===== config.mk =====
export PLATFORM = sky130hd
export DESIGN_NAME = fifo_wr_packer_flat
export DESIGN_NICKNAME = d
export VERILOG_FILES = /design/src/rtl/fifo_wr_packer_if.sv /design/src/rtl/fifo_wr_packer.sv /design/src/flat_wrapper.sv
export SDC_FILE = /design/constraint.sdc
export NUM_CORES = 1
export LEC_CHECK = 0
export BUFFER_PORTS_ARGS = -buffer_cell sky130_fd_sc_hd__buf_2
export CAP_MARGIN = 20
export CELL_PAD_IN_SITES_DETAIL_PLACEMENT = 0
export CELL_PAD_IN_SITES_GLOBAL_PLACEMENT = 1
export CORE_AREA = 2 2 75 77
export DETAILED_ROUTE_END_ITERATION = 8
export DIE_AREA = 0 0 77 79
export PLACE_DENSITY = 0.87
export SETUP_SLACK_MARGIN = 0.2
export SLEW_MARGIN = 20
export SYNTH_ARGS = -nofsm -noshare
export SYNTH_HDL_FRONTEND = slang
export SYNTH_SLANG_ARGS = --single-unit

===== constraint.sdc =====
create_clock -name clkw -period 2 [get_ports clkw]
set_input_delay 0.1 -clock clkw [delete_from_list [all_inputs] [get_ports clkw]]
set_output_delay 0.1 -clock clkw [all_outputs]
set_load 0.1 [all_outputs]

===== src/rtl/fifo_wr_packer_if.sv =====
// Word-in / byte-out bundle between the upstream word source, fifo_wr_packer and the FIFO write port.
// The slave side is the packer; the master side is the word source plus the FIFO full flag.
interface fifo_wr_packer_if;
    logic        in_valid;
    logic [31:0] in_data;
    logic        in_last;
    logic        in_ready;
    logic        full;
    logic        wreq;
    logic [7:0]  wd;
    logic        busy;
    logic [7:0]  frame_cnt;

    modport master (
        output in_valid, in_data, in_last, full,
        input  in_ready, wreq, wd, busy, frame_cnt
    );

    modport slave (
        input  in_valid, in_data, in_last, full,
        output in_ready, wreq, wd, busy, frame_cnt
    );
endinterface


===== src/rtl/fifo_wr_packer.sv =====
// Serializes 32-bit words MSB-first into FIFO bytes, with an optional XOR checksum byte per frame (FIFO_WR_CSUM_EN).
// Latency: first byte on wd/wreq the cycle after acceptance; then 1 byte/cycle, frames separated by one idle cycle.
// Backpressure: full gates wreq combinationally and freezes all state; in_ready only opens on the last byte of a non-final word.
module fifo_wr_packer (
    input  logic            clkw,
    input  logic            rst,
    fifo_wr_packer_if.slave bus
);

`ifdef FIFO_WR_CSUM_EN
    typedef enum logic [1:0] {IDLE = 2'd0, SHIFT = 2'd1, CSUM = 2'd2} state_t;
`else
    typedef enum logic [1:0] {IDLE = 2'd0, SHIFT = 2'd1} state_t;
`endif

    state_t      state_q;
    state_t      state_d;
    logic [1:0]  bidx_q;
    logic [31:0] word_q;
    logic        last_q;
    logic [7:0]  frame_cnt_q;
    logic [7:0]  byte_sel;
    logic        wr_en;
    logic        word_done;
    logic        accept;
    logic        frame_done;

`ifdef FIFO_WR_CSUM_EN
    logic [7:0]  csum_q;
`endif

    always_comb begin
        case (bidx_q)
            2'd0:    byte_sel = word_q[31:24];
            2'd1:    byte_sel = word_q[23:16];
            2'd2:    byte_sel = word_q[15:8];
            default: byte_sel = word_q[7:0];
        endcase
    end

    // full must kill the write request in the same cycle; the FIFO writes whenever wreq is high.
    assign wr_en     = (state_q != IDLE) & ~bus.full;
    assign word_done = (state_q == SHIFT) & (bidx_q == 2'd3) & wr_en;
    assign accept    = bus.in_valid & bus.in_ready;

`ifdef FIFO_WR_CSUM_EN
    assign frame_done = (state_q == CSUM) & wr_en;
`else
    assign frame_done = word_done & last_q;
`endif

    always_ff @(posedge clkw or negedge rst) begin
        if (!rst) begin
            state_q <= IDLE;
        end else begin
            state_q <= state_d;
        end
    end

    always_comb begin
        state_d = state_q;
        case (state_q)
            IDLE: begin
                if (accept) begin
                    state_d = SHIFT;
                end
            end
            SHIFT: begin
                if (word_done) begin
                    if (accept) begin
                        state_d = SHIFT;
`ifdef FIFO_WR_CSUM_EN
                    end else if (last_q) begin
                        state_d = CSUM;
`endif
                    end else begin
                        state_d = IDLE;
                    end
                end
            end
`ifdef FIFO_WR_CSUM_EN
            CSUM: begin
                if (wr_en) begin
                    state_d = IDLE;
                end
            end
`endif
            default: state_d = IDLE;
        endcase
    end

    always_comb begin
        bus.wreq      = wr_en;
        bus.busy      = (state_q != IDLE);
        bus.in_ready  = (state_q == IDLE) | (word_done & ~last_q);
        bus.frame_cnt = frame_cnt_q;
        bus.wd        = 8'h00;
        case (state_q)
            SHIFT:   bus.wd = byte_sel;
`ifdef FIFO_WR_CSUM_EN
            CSUM:    bus.wd = csum_q;
`endif
            default: bus.wd = 8'h00;
        endcase
    end

    always_ff @(posedge clkw or negedge rst) begin
        if (!rst) begin
            word_q      <= 32'h0;
            last_q      <= 1'b0;
            bidx_q      <= 2'd0;
            frame_cnt_q <= 8'd0;
        end else begin
            if (accept) begin
                word_q <= bus.in_data;
                last_q <= bus.in_last;
                bidx_q <= 2'd0;
            end else if (wr_en && (state_q == SHIFT)) begin
                bidx_q <= bidx_q + 2'd1;
            end
            if (frame_done) begin
                frame_cnt_q <= frame_cnt_q + 8'd1;
            end
        end
    end

`ifdef FIFO_WR_CSUM_EN
    always_ff @(posedge clkw or negedge rst) begin
        if (!rst) begin
            csum_q <= 8'h00;
        end else if (wr_en && (state_q == CSUM)) begin
            csum_q <= 8'h00;
        end else if (wr_en && (state_q == SHIFT)) begin
            csum_q <= csum_q ^ byte_sel;
        end
    end
`endif

endmodule


===== src/flat_wrapper.sv =====
// flat-port wrapper written by rule: the top's interface ports become plain ports
module fifo_wr_packer_flat 
  (clkw, rst, bus_in_valid, bus_in_data, bus_in_last, bus_full, bus_in_ready, bus_wreq, bus_wd, bus_busy, bus_frame_cnt);
  fifo_wr_packer_if bus_i ();
  input  logic clkw;
  input  logic rst;
  input wire logic [$bits(bus_i.in_valid)-1:0] bus_in_valid;
  input wire logic [$bits(bus_i.in_data)-1:0] bus_in_data;
  input wire logic [$bits(bus_i.in_last)-1:0] bus_in_last;
  input wire logic [$bits(bus_i.full)-1:0] bus_full;
  output wire logic [$bits(bus_i.in_ready)-1:0] bus_in_ready;
  output wire logic [$bits(bus_i.wreq)-1:0] bus_wreq;
  output wire logic [$bits(bus_i.wd)-1:0] bus_wd;
  output wire logic [$bits(bus_i.busy)-1:0] bus_busy;
  output wire logic [$bits(bus_i.frame_cnt)-1:0] bus_frame_cnt;
  assign bus_i.in_valid = bus_in_valid;
  assign bus_i.in_data = bus_in_data;
  assign bus_i.in_last = bus_in_last;
  assign bus_i.full = bus_full;
  assign bus_in_ready = bus_i.in_ready;
  assign bus_wreq = bus_i.wreq;
  assign bus_wd = bus_i.wd;
  assign bus_busy = bus_i.busy;
  assign bus_frame_cnt = bus_i.frame_cnt;
  fifo_wr_packer u_core (.clkw(clkw), .rst(rst), .bus(bus_i));
endmodule

==> reports/qor.yml, run 1 <==
cts:
  clock-sinks: 44
  root_buffer: "clkbuf_8"
  clk_pin_slew_worst_paths_ns: 0.08
  h-tree-depth: 2
  numCtsBuffers: 5
  ctsLongestPathBuffers: 2
  clk_latency_ns: 0.31
  cts_tree: "built"
route:
  drt_iter0_drc: 92
  vias: 1547
  drt-total-wl_mm: 5.388
  drtAntennaViolNets: 0
  post_drt_wl_per_cell_um: 17.72
  viasPerCell: 5.089
  drc: 0
  drt_pass1_iterations: 8
global_route:
  overflow: 0
  antenna_found_initial: 0
  track_usage_pct: 18.45
  grt_pass1_wl_mm: 8.390
  grt_max_degree: 23
  grt_pass1_vias: 1604
setup_path:
  cp-end-kind: "primary output"
  crit_chain: "inv_2, ha_4, a222oi_1, o21a_1, nor2_4, buf_12"
  worst_path_max_delay_cell: "dfrtp_1"
  arrival_ns: 1.78
  critical_path_required_ns: 1.90
  slowest_delay_ns: 0.39
  worstSetupPathType: "register to primary output"
  worstSetupStartpointType: "register"
  cp_max_fo: 8
sta:
  fin_tns_setup_ns: 0
  tightest_slew_ns: 0.5289
  setup_violations: 0
  rsz0062_at_grt: "true"
  finalMaxSlewViolations: 0
  finClkSkew_ns: 0.005609
  timing.final.crit_period_ns: 1.883
  hold_viol_final: 0
  maxSlewHeadroom_pct: 64.74
  period_share_pct: 94.15
  max_freq_mhz: 531.1
yosys:
  ys_types: 29
  synthCells: 159
  async_flop_share_pct: 100.0
  syn_area_mm2: 0.002168
  synth_top_cell_by_area: "dfrtp_1"
  synth_top_area_share_pct: 50.78
  synthFlopType: "dfrtp_1"
  synthTopCellsByArea: "dfrtp_1, mux2_4, a222oi_1"
  yosysWarnings: 0
  seq_area_frac_synth_pct: 50.78
  avgSynthCellArea_um2: 13.64
  synth_seq_cells: 44
  synth_edf_count: 0
  syn_nets: 202
die:
  die_x_um: 77
  num_rows: 27
  dieArea_mm2: 0.006083
  die_h_um: 79
  core_area_mm2: 0.005338
  ios: 56
  start_util_pct: 40.62
outcome:
  status: "finished clean"
cells_and_area:
  fillCellCount: 447
  antenna_cells: 0
  nNetsFinal: 274
  drive_gt1_share_pct: 59.05
  area_growth_pct: 44.26
placement:
  io_buffers: 55
  dpl.hpwl_mm: 3.369
  gp_congestion: 0.7547
worst_hold_path:
  hold_class: "input port to register"
job:
  drv_cap: 0
## worst max-delay path, delay by kind of cell, from the launching register on
| family | cells | cell delay [ns] |
|---|---|---|
| buf+inv | 2 | 0.25 |
| flops | 1 | 0.39 |
| compound gates | 2 | 0.57 |
| fa+ha+maj | 1 | 0.20 |
| simple gates | 1 | 0.07 |
## metal layers
metal  up-vias  track usage, %  routed length (um)  part of all wire, %
met5         -               0                   0                    0
met2        49           30.35                2736                   51
met4         0           9.107                 131                  2.4
met1       772           22.46                2245                   42
li1        714               -                   -                    -
met3        12           5.114                 275                  5.1
## final cells by class
cell class              count  area, um^2  share of cell area (%)
well taps                  72       90.09                   2.880
multi-input cells         103        1152                   36.84
clock buffers               7       86.33                   2.760
repair buffers             73       670.6                   21.44
clock inverters             1       7.507                  0.2400
flip-flops and latches     44        1106                   35.36
inverters                   4       15.01                  0.4800
## sequential cells by signal, indices dropped and copies added (netlist names)
| name | flops |
|---|---|
| u_core.bus.frame_cnt | 8 |
| u_core.word_q | 32 |
| u_core.last_q | 1 |
| u_core.state_q | 1 |
| u_core.bidx_q | 2 |
## cells in the mapped netlist, types with 2 or more instances
| master | count |
|---|---|
| nand2_1 | 12 |
| nor3_1 | 2 |
| mux2_2 | 4 |
| nor2_1 | 10 |
| a21oi_1 | 2 |
| o21a_1 | 8 |
| ha_1 | 6 |
| a222oi_1 | 8 |
| xor2_1 | 5 |
| nand3_1 | 2 |
| buf_6 | 3 |
| clkbuf_1 | 4 |
| mux2_4 | 30 |
| dfrtp_1 | 44 |
| inv_1 | 3 |
| xnor2_1 | 3 |
## path summary, 6_finish.rpt
path,from,end,slack (ns),depth (start not counted)
hold / removal,bus_in_data[3],u_core.word_q[3],0.02,2
setup / recovery,u_core.bidx_q[0],bus_wd[0],0.12,6
setup reg to reg,u_core.bidx_q[1],u_core.word_q[23],0.13,8
hold reg to reg,u_core.bus.frame_cnt[7],u_core.bus.frame_cnt[7],0.48,1
max in group asynchronous,rst,u_core.word_q[7],1.12,3
min in group asynchronous,rst,u_core.bus.frame_cnt[0],0.30,2
## metrics by stage
stage                     setup WS (ns)  hold slack, ns  instance area (um^2)  cells  util (%)
after floorplan                  0.2044         -0.1956                  2246    159         -
after global placement           0.2357         0.09471                  2720    282     50.96
after detailed placement         0.1979          0.1024                  2720    282     50.96
after CTS                        0.1020        0.007461                  3080    301     57.71
after global routing            0.02805        0.004991                  3128    304     58.60
final                            0.1170         0.01858                  3128    304     58.60
## cell usage in the layout (no fill, tap or decap), types with 2 or more instances in the layout
cell type and count:
nor3_1 2, inv_2 3, dfrtp_1 42, a21oi_1 2, buf_6 4, xor2_1 5
buf_2 46, ha_4 5, buf_12 11, buf_4 7, nand2_1 12, o21a_1 8
o21ai_4 2, a222oi_1 8, mux2_4 33, xnor2_1 3, nor2_1 2, buf_16 2
nor2_4 8, nand3_1 2, clkbuf_8 6
## what timing repair did
| action | CTS | global route |
|---|---|---|
| gates resized for setup | 23 | 4 |
| hold buffers | 1 | 0 |
| endpoints found under the hold margin | 20 | 0 |
| setup endpoints to repair | 17 | 42 |
| buffers inserted | 7 | 2 |
| cloned | 3 | 1 |
| pin swaps | 12 | 16 |
## kinds of logic after synthesis
| family | count (synthesis) | share of synthesized area, % |
|---|---|---|
| compound gates | 21 | 8.310 |
| xor+xnor | 8 | 3.232 |
| fa+ha+maj | 6 | 3.462 |
| buf+inv | 12 | 3.115 |
| flops | 44 | 50.78 |
| mux | 35 | 23.31 |
| simple gates | 33 | 7.790 |
Power of run 1 is left out: the tool's default activity adds up to more than one toggle a clock period on the data nets, which glitch-free logic cannot reach.
==> run 2: changes to the inputs <==
Settings changed: ABC_AREA from default to 1, BUFFER_PORTS_ARGS -buffer_cell sky130_fd_sc_hd__buf_2 to default, CORE_AREA 2 2 75 77 to 2 2 76 78, DIE_AREA 0 0 77 79 to 0 0 78 80, DONT_BUFFER_PORTS from default to 1, PLACE_DENSITY 0.87 to 0.8.
==> run 2 against run 1 <==
Net effect:
- clock skew is 0.0016 ns higher
- critical path depth is 1 lower
- maximum frequency is 7.9% higher
- global-route usage is 2.5 points higher
- highest routed layer unchanged
- core utilization is 0.45 points higher
- critical endpoint is now bus_wd[2]
- synthesized cell count is 72% higher
- count of clock-buffer cells in the layout stayed put
- largest cell class unchanged
- cell area is 2.0% higher
==> reports/qor.yml, run 2 <==
outcome:
  status: "finished clean"
yosys:
  synth_top_area_share_pct: 50.14
  synth_seq_cells: 44
  yosysWarnings: 0
  ys_top_cells_by_count: "nand2_1, dfrtp_1, nand4_1, inv_1, o21ai_0"
  synth_top_cell_by_area: "dfrtp_1"
  syn_area_mm2: 0.002196
  synthCells: 273
  avgSynthCellArea_um2: 8.043
  seq_area_frac_synth_pct: 50.14
  synth_edf_count: 0
  syn_nets: 316
  synthFlopType: "dfrtp_1"
  synthMostInstantiatedCell: "nand2_1"
  async_flop_share_pct: 100.0
  ys_types: 19
  synthTopCellsByArea: "dfrtp_1, nand2_1, nand4_1"
pwr:
  power_leakage_nw: 1.464
  power_density_mw_per_mm2: 1866
  vdd_drop_max_mv: 1.290
cells_and_area:
  largest_register_ffs: 32
  fillCellCount: 481
  largest_register: "u_core.word_q"
  regArea_mm2: 0.001109
  multi_input_area_mm2: 0.001147
  drive_gt1_share_pct: 18.63
  antenna_cells: 0
  final_common_cell: "nand2_1"
  layout_common_cells: "nand2_1, dfrtp_1, nand4_1"
  area_growth_pct: 45.36
  nNetsFinal: 364
sta:
  setup_violations: 0
  timing.final.crit_period_ns: 1.746
  maxSlewHeadroom_pct: 63.15
  finClkSkew_ns: 0.007172
  fin_tns_setup_ns: 0
  max_freq_mhz: 572.8
  hold_ws_ns: 0.02837
  rsz0062_at_grt: "true"
  tightest_slew_ns: 0.5522
  finalMaxSlewViolations: 0
  hold_viol_final: 0
  period_share_pct: 87.29
global_route:
  antenna_found_initial: 0
  use_met3_pct: 4.412
  grt-busiest-layer: "met2"
  grt_max_degree: 45
  track_usage_pct: 20.96
  use_met1_pct: 26.54
  overflow: 0
  grtUsageMet2_pct: 35.34
  grt_pass1_vias: 2015
  grt_pass1_wl_mm: 9.936
setup_path:
  worstSetupPathType: "register to primary output"
  worstSetupStartpointType: "register"
  critical_path_required_ns: 1.90
  arrival_ns: 1.65
  cp-end-kind: "primary output"
  cp_max_fo: 9
route:
  drtAntennaViolNets: 0
  post_drt_wl_per_cell_um: 15.34
  drt_iter0_drc: 102
  drt-total-wl_mm: 6.042
  viasPerCell: 5.160
  drc: 0
  drt_pass1_iterations: 4
  vias: 2033
cts:
  root_buffer: "clkbuf_8"
  numCtsBuffers: 5
  clk_latency_ns: 0.30
  clk_pin_slew_worst_paths_ns: 0.08
  h-tree-depth: 2
  clock-sinks: 44
  ctsLongestPathBuffers: 2
  cts_tree: "built"
die:
  dieArea_mm2: 0.006240
  ios: 56
  core_area_mm2: 0.005405
  die_h_um: 80
  die_x_um: 78
  start_util_pct: 40.63
  num_rows: 27
job:
  drv_cap: 0
placement:
  gp_congestion: 0.7649
  io_buffers: 0
  dpl.hpwl_mm: 3.937
worst_hold_path:
  hold_class: "input port to register"
-- run 2: final cells by class --
class,count,area share [%]
inverters,16,2.038
flip-flops and latches,44,34.73
multi-input cells,194,35.95
well taps,72,2.822
clock inverters,1,0.2352
repair buffers,60,21.52
clock buffers,7,2.705
-- run 2: metrics by stage --
stage	power, mW	area, um^2	instances	utilization [%]	setup slack [ns]
2_1_floorplan	4.070	2332	273	-	0.2075
3_3_place_gp	5.052	2614	349	48.36	0.3483
3_5_place_dp	5.093	2614	349	48.36	0.3078
4_1_cts	5.911	3159	393	58.45	0.2106
5_1_grt	6.285	3192	394	59.05	0.1601
6_report	5.957	3192	394	59.05	0.2542
-- run 2: path summary, 6_finish.rpt --
check / start / to / slack (ns) / cells past startpoint
max: u_core.bidx_q[0] / bus_wd[2] / 0.25 / 5
min: bus_in_valid / u_core.word_q[3] / 0.03 / 3
max reg2reg: u_core.bidx_q[0] / u_core.bus.frame_cnt[7] / 0.31 / 6
min reg2reg: u_core.word_q[29] / u_core.word_q[29] / 0.48 / 2
max in group asynchronous: rst / u_core.state_q[0] / 1.49 / 2
min in group asynchronous: rst / u_core.word_q[4] / 0.31 / 2
-- run 2: logic make-up after synthesis --
logic type               count (synthesis)  synth area share [%]
AND/OR/NAND/NOR                        159                 32.59
flip-flops                              44                 50.14
buffers and inverters                   35                 6.438
AO/OA/AOI/OAI                           27                 6.610
adder cells (fa/ha/maj)                  6                 3.419
XOR/XNOR                                 2                0.7979
-- run 2: per-layer routing --
metal / routed length [um] / vias up
met5: 0 / -
met4: 94 / 0
met3: 245 / 9
met2: 3073 / 45
met1: 2628 / 970
li1: - / 1009
-- run 2: what timing repair did --
| action | CTS | global route |
|---|---|---|
| endpoints found under the setup margin | 8 | 42 |
| buffers inserted | 0 | 1 |
| hold endpoints to repair | 77 | 0 |
| hold buffers | 36 | 0 |
| gates resized for setup | 23 | 7 |
-- run 2: power by group --
group	total (mW)	internal, mW	switching (mW)
Clock	0.581	0.281	0.300
Sequential	1.57	1.27	0.303
Combinational	3.81	1.27	2.53
-- run 2: worst max-delay path, cell delays in order, from the launching register on --
cell	delay, ns
dfrtp_2	0.49
ha_4	0.23
inv_4	0.10
o21ai_0	0.13
a31oi_4	0.20
buf_12	0.19
Power figures use the tool's default switching activity.
